**src/rtl/spi_peripheral.sv**
```systemverilog
`timescale 1ns/1ps
// spi_peripheral: oversampled SPI target. sclk/pico/cs are synchronised into
// the clock domain; bytes are received MSB-first onto rx_data/rx_valid and
// transmitted from a one-entry ready/valid holding register.
// Optional feature macro: SPI_PERIPHERAL_ECHO_EN (underrun byte = last rx_data,
// otherwise FILL_BYTE).
//
// state       | meaning
// ------------+---------------------------------------------------------
// ST_IDLE     | cs deasserted; counters/shifters held clear, poci off
// ST_SELECTED | cs asserted; sample/drive edges shift data in and out
module spi_peripheral #(
    parameter bit         CPOL      = 1'b0,
    parameter bit         CPHA      = 1'b0,
    parameter logic [7:0] FILL_BYTE = 8'h00
) (
    input  logic       clock,
    input  logic       reset,
    input  logic       sclk,
    input  logic       pico,
    input  logic       cs,
    output logic       poci,
    output logic       poci_oe,
    output logic [7:0] rx_data,
    output logic       rx_valid,
    input  logic [7:0] tx_data,
    input  logic       tx_valid,
    output logic       tx_ready,
    output logic       tx_underrun,
    output logic       busy
);

    typedef enum logic {
        ST_IDLE,
        ST_SELECTED
    } state_t;

    state_t state, state_next;

    // [0],[1] are the synchroniser stages, [2] is the history flop
    logic [2:0] sclk_sync;
    logic [2:0] pico_sync;
    logic [2:0] cs_sync;

    logic [2:0] bit_cnt;
    logic [7:0] rx_shift;
    logic [7:0] tx_shift;
    logic [7:0] hold;
    logic       hold_full;
    logic       rx_done;
    logic [7:0] underrun_byte;

    logic lead_edge, trail_edge, sample_edge, drive_edge, cs_fall;
    logic do_load, do_shift_tx, do_sample, do_clear;

`ifdef SPI_PERIPHERAL_ECHO_EN
    assign underrun_byte = rx_data;
`else
    assign underrun_byte = FILL_BYTE;
`endif

    assign lead_edge   = (sclk_sync[2] == CPOL) && (sclk_sync[1] != CPOL);
    assign trail_edge  = (sclk_sync[2] != CPOL) && (sclk_sync[1] == CPOL);
    assign sample_edge = CPHA ? trail_edge : lead_edge;
    assign drive_edge  = CPHA ? lead_edge : trail_edge;
    assign cs_fall     = cs_sync[2] && !cs_sync[1];

    assign poci     = tx_shift[7];
    assign busy     = (state == ST_SELECTED);
    assign poci_oe  = busy;
    assign tx_ready = !hold_full;

    // Bring the asynchronous SPI pins into the clock domain
    always_ff @(posedge clock) begin
        if (reset) begin
            sclk_sync <= {3{CPOL}};
            pico_sync <= 3'b000;
            cs_sync   <= 3'b111;
        end else begin
            sclk_sync <= {sclk_sync[1:0], sclk};
            pico_sync <= {pico_sync[1:0], pico};
            cs_sync   <= {cs_sync[1:0], cs};
        end
    end

    // State register
    always_ff @(posedge clock) begin
        if (reset) begin
            state <= ST_IDLE;
        end else begin
            state <= state_next;
        end
    end

    // Next state and per-cycle datapath strobes; deselect wins over any edge
    always_comb begin
        state_next  = state;
        do_load     = 1'b0;
        do_shift_tx = 1'b0;
        do_sample   = 1'b0;
        do_clear    = 1'b0;
        case (state)
            ST_IDLE: begin
                do_clear = 1'b1;
                if (cs_fall) begin
                    state_next = ST_SELECTED;
                    // CPHA=0 needs the MSB on poci before the first leading edge
                    do_load    = ~CPHA;
                end
            end
            ST_SELECTED: begin
                if (cs_sync[1]) begin
                    state_next = ST_IDLE;
                    do_clear   = 1'b1;
                end else if (sample_edge) begin
                    do_sample = 1'b1;
                end else if (drive_edge) begin
                    if (bit_cnt == 3'd0) begin
                        do_load = 1'b1;
                    end else begin
                        do_shift_tx = 1'b1;
                    end
                end
            end
            default: state_next = ST_IDLE;
        endcase
    end

    // Receive shifter, bit counter and rx_data/rx_valid
    always_ff @(posedge clock) begin
        if (reset) begin
            bit_cnt  <= 3'd0;
            rx_shift <= 8'h00;
            rx_data  <= 8'h00;
            rx_done  <= 1'b0;
            rx_valid <= 1'b0;
        end else begin
            rx_done  <= 1'b0;
            rx_valid <= rx_done;
            if (do_clear) begin
                bit_cnt  <= 3'd0;
                rx_shift <= 8'h00;
            end else if (do_sample) begin
                rx_shift <= {rx_shift[6:0], pico_sync[2]};
                if (bit_cnt == 3'd7) begin
                    rx_data <= {rx_shift[6:0], pico_sync[2]};
                    rx_done <= 1'b1;
                    bit_cnt <= 3'd0;
                end else begin
                    bit_cnt <= bit_cnt + 3'd1;
                end
            end
        end
    end

    // Transmit shifter, holding register and underrun flag
    always_ff @(posedge clock) begin
        if (reset) begin
            tx_shift    <= 8'h00;
            hold        <= 8'h00;
            hold_full   <= 1'b0;
            tx_underrun <= 1'b0;
        end else begin
            tx_underrun <= 1'b0;
            if (do_load) begin
                if (hold_full) begin
                    tx_shift <= hold;
                end else begin
                    tx_shift    <= underrun_byte;
                    tx_underrun <= 1'b1;
                end
            end else if (do_shift_tx) begin
                tx_shift <= {tx_shift[6:0], 1'b0};
            end else if (do_clear) begin
                tx_shift <= 8'h00;
            end
            // a write only happens while empty, a load only drains while full
            if (tx_valid && !hold_full) begin
                hold      <= tx_data;
                hold_full <= 1'b1;
            end else if (do_load && hold_full) begin
                hold_full <= 1'b0;
            end
        end
    end

endmodule

```
**config.mk**
```make
export PLATFORM = sky130hd
export DESIGN_NAME = spi_peripheral
export DESIGN_NICKNAME = d
export VERILOG_FILES = /design/src/rtl/spi_peripheral.sv
export SDC_FILE = /design/constraint.sdc
export NUM_CORES = 1
export LEC_CHECK = 0
export ABC_AREA = 0
export CAP_MARGIN = 20
export CORE_MARGIN = 2
export CORE_UTILIZATION = 50
export CTS_CLUSTER_SIZE = 24
export DETAILED_ROUTE_END_ITERATION = 16
export PLACE_DENSITY = 0.75
export SLEW_MARGIN = 20
export SYNTH_ARGS = -nofsm -noshare
export SYNTH_HDL_FRONTEND = slang
export SYNTH_SLANG_ARGS = --single-unit
export TNS_END_PERCENT = 1
```
**constraint.sdc**
```tcl
create_clock -name clock -period 1.71 [get_ports clock]
set_input_delay 0.513 -clock clock [delete_from_list [all_inputs] [get_ports clock]]
set_output_delay 0.513 -clock clock [all_outputs]
set_load 0.05 [all_outputs]
```
# Yosys cells after proc, flatten, opt, wreduce, memory -nomap -nowiden
# Index checks and enable logic that the tools add are counted.
[word_totals]
reg_bits = 48
elab_cells = 62
[op_classes]
n_addsub = 1
eq_ne = 1
mux = 27
n_bitwise = 6
reduce_logical = 14
[op_table]
columns = ["cell", "count"]
rows = [
  ["$mux W8", 4],
  ["$mux W1", 19],
  ["$not A1 Y1", 6],
  ["$pmux W1 S2", 3],
  ["$logic_and A1 B1 Y1", 5],
  ["$reduce_or A2 Y1", 2],
  ["$add A3 B1 Y3 const B", 1],
  ["$eq A3 B3 Y1 const B", 1],
  ["$logic_not A3 Y1", 1],
  ["$mux W3", 1],
  ["$reduce_and A3 Y1", 1],
  ["$reduce_bool A3 Y1", 1],
  ["$reduce_or A3 Y1", 1],
  ["$logic_not A1 Y1", 2],
  ["$reduce_bool A2 Y1", 1],
]

# Logic depth before layout (Yosys ltp)
[logic_depth]
ltp_word = 9
mapped_depth = 7

# Least setup slack after synthesis
# Ideal clock, no wire load.
[synth_timing]
path_type = "flip-flop to flip-flop"
startpoint = "register state, in the netlist busy"
endpoint = "register tx_shift[7]"
arrival_ns = 1.546
t_required_ns = 1.637
setup_slack_ns = 0.090
path_stages_with_launch = 5
path_buffers = 1
path_cell_list = "dfxtp_1 a41oi_1 or3_1 buf_6 o22ai_2"
[synth_via]
elab_chain_len = 3
word_cells_on_any_way = 7
[synth_lines]
columns = ["item", "line", "text"]
rows = [
  ["from (decl)", "38", "state_t state, state_next;"],
  ["from (signal assigned)", "91", "state <= state_next;"],
  ["$not A1 Y1 or $mux W1 (tied branches)", "-", ""],
  ["$pmux W1 S2 or $mux W8 (tied branches)", "102, 172", ""],
  ["$reduce_bool A3 Y1 (no source line) or $mux W8 (tied branches)", "-", ""],
  ["to (signal assigned)", "167", "tx_shift <= hold;"],
  ["to (signal assigned)", "169", "tx_shift <= underrun_byte;"],
  ["to (signal assigned)", "173", "tx_shift <= {tx_shift[6:0], 1'b0};"],
  ["to (decl)", "47", "logic [7:0] tx_shift;"],
]
# Parallel ways exist; a longest one is shown, timed or not.
# A chain may end at the register's enable or synchronous reset.

# Worst setup path after layout
[layout_timing]
startpoint = "register state, in the netlist busy"
endpoint = "output busy"
[layout_rtl]
columns = ["item", "line", "text"]
rows = [
  ["to (decl)", "30", "output logic busy"],
]
# No word-level cell between the ends.

==> results.cfg <==
[global_route]
gr-total-overflow = 0
track_usage = 0.187
grt_pass1_vias = 1351
grt_pass1_wl_um = 5890
grt_max_degree = 29
antenna_found_initial = 0

[yosys]
avgSynthCellArea_sq_um = 9.33
synth_most_common_cell = dfxtp_1
ys_top_cells_by_count = dfxtp_1, nand2_1, a21oi_1
yosysTopAreaCellShare = 0.534
yosys.area.top_type = dfxtp_1
ys_async_sr_fraction = 0
syn_area_sq_mm = 0.00180
netlist_instances = 193
syn_nets = 210
ys_seq_elements = 48
synth.distinct_cells = 28
yosysWarnings = 0
netlist_top_cells_area = dfxtp_1, nand2_1, a21oi_1
synth-seq-area-share = 0.534
synth_edf_count = 0
ys.flop_type = dfxtp_1

[floorplanning]
row_count = 21
die_w_um = 64.0
dieHeight_um = 64.0
core-area_sq_mm = 0.00339
start_util = 0.531
ios = 28
dieArea_sq_mm = 0.00410

[drt]
first_pass_iters = 4
drc = 0
routed_via_density = 5.10
wl_per_cell_um = 12.4
drt_wl_total_um = 3370
ant_nets = 0
num_vias = 1381
drtIter0Drc = 44

[status]
status = finished, final reports clean

[worst_setup_path]
crit_path_cell_trace = buf_4 -> buf_12
worst_setup_path_end_kind = output pin
path_class = flip-flop to output pin
path_buf_inv = 2
cp_top_family = flip-flops
cp_slowest_cell = dfxtp_1
cp.arrival_ps = 1120
crit_fanout = 5
crit_path_start_kind = flip-flop
slowest_delay_ps = 430
cp_data_required_time_ps = 1200

[worst_hold_path]
hold_path_class = flip-flop to flip-flop

[power_and_ir_drop]
seqPwrFrac = 0.586
combPwrFrac = 0.066
p_clk_frac = 0.348
p_leak_nw = 0.827
switching_share = 0.226
power.switching_mw = 0.445
p_per_area_mw_per_mm2 = 831
vdd_drop_max_mv = 0.663
p_int_mw = 1.53

[timing]
setup_viol = 0
fin_tns_setup_ps = 0
hold_viol_final = 0
slew_headroom = 0.710
worst_pin_slew_ps = 434
min_period_ps = 1630
clock_skew_ps = 13.1
clock.fmax_ghz = 0.614
rsz0062_at_grt = no
report.final.slew_viol_count = 0
final.period_utilization = 0.953

[cells_and_area]
final_cells = 271
drive_gt1_frac = 0.191
final_core_util = 0.700
seq_area_sq_um = 961
multi_input_area_sq_um = 762
layout.nets = 241
syn2layout_area_growth_pct = 31.8
num_antenna_cells = 0
n_fill_cell = 269

[clocking]
clkTransAtPathRegs_ps = 140
clk_latency_ps = 370
cts-hold-fix-buffers = 0
htree_levels = 2
cts_sinks = 48
cts_made_buffers = 5
root_buffer = clkbuf_4
clk_path_buf_depth = 2
tritoncts = built

[place]
gp_congestion = 0.747
io_buffers = 27
dp.cells = 263
dp_hpwl_um = 2440

[run]
maxCapViolations = 0
-- power by group through the flow --
stage	combinational, mW	clock, mW	sequential, mW
final	0.131	0.685	1.16
after global routing	0.143	0.764	1.16
after CTS	0.132	0.703	1.16
after detailed placement	0.131	0	1.18
after global placement	0.128	0	1.18
after floorplan	0.0671	0	1.18
-- logic make-up after synthesis --
kind of cell,count (synthesis),synth area share
AOI/OAI and AO/OA,43,0.164
adders and majority gates,3,0.0209
buffers and inverters,19,0.0500
DFF,48,0.534
muxes,7,0.0389
and+or+nand+nor,73,0.192
-- state kept, by name, summed over array words and instances (netlist names) --
name / cells
cs_sync: 3
rx_shift: 7
tx_shift: 8
sclk_sync: 3
bit_cnt: 3
busy: 1
tx_underrun: 1
rx_data: 8
pico_sync: 3
hold: 8
hold_full: 1
rx_done: 1
rx_valid: 1
-- path summary, 6_finish.rpt --
kind	slack (ps)	endpoint	cells after the start	from
max	80	busy	2	busy
min	430	cs_sync[1]	1	cs_sync[0]
max reg2reg	150	tx_shift[2]	6	bit_cnt[0]
min reg2reg	430	cs_sync[1]	1	cs_sync[0]
-- cell type report --
type                            instances  share of cell area
Sequential cell                        48               0.405
Multi-Input combinational cell        126               0.321
Timing Repair Buffer                   37               0.205
Tap cell                               46              0.0243
Clock inverter                          3              0.0195
Clock buffer                            5              0.0158
Inverter                                6             0.00949
-- layout by cell type, fill, tap and decap left out, types with 6 or more instances in the layout --
master	instances
clkdlybuf4s50_1	13
nand3_1	8
a22oi_1	7
dfxtp_1	48
mux2i_1	7
nor2_1	16
buf_12	14
nor2b_1	8
inv_1	6
o22ai_2	7
a21oi_1	19
nand2_1	29
buf_4	10
o21ai_0	7
-- repair_timing --
action                     4_1_cts  5_1_grt
setup buffers                    0        0
gates cloned                     0        0
pin swaps                        0        0
resized for setup                1        1
setup endpoints to repair        6        1
-- stage by stage --
| stage | hold slack [ps] | instance area (sq um) | power (mW) | setup WS (ps) |
|---|---|---|---|---|
| 2_1_floorplan | 383 | 1800 | 1.25 | 90.5 |
| 3_3_place_gp | 393 | 2280 | 1.31 | -263 |
| 3_5_place_dp | 396 | 2280 | 1.31 | -298 |
| 4_1_cts | 431 | 2360 | 1.99 | 74.2 |
| 5_1_grt | 447 | 2370 | 2.07 | 3.71 |
| 6_report | 427 | 2370 | 1.97 | 80.1 |
-- worst register-to-register path, stage by stage (launching register included) --
cell and delay (ps):
dfxtp_1 360, inv_1 60, ha_1 130, nor2b_2 170, a41oi_2 150, or3_4 430, o22ai_2 180
-- per-layer routing --
layer  up-vias  GRT usage  routed length [um]
met5         -          0                   0
met1       641      0.229                1510
met3         7     0.0475                 138
met4         0     0.0978                  76
li1        712          -                   -
met2        21      0.301                1650
(Power assumes the default switching activity.)
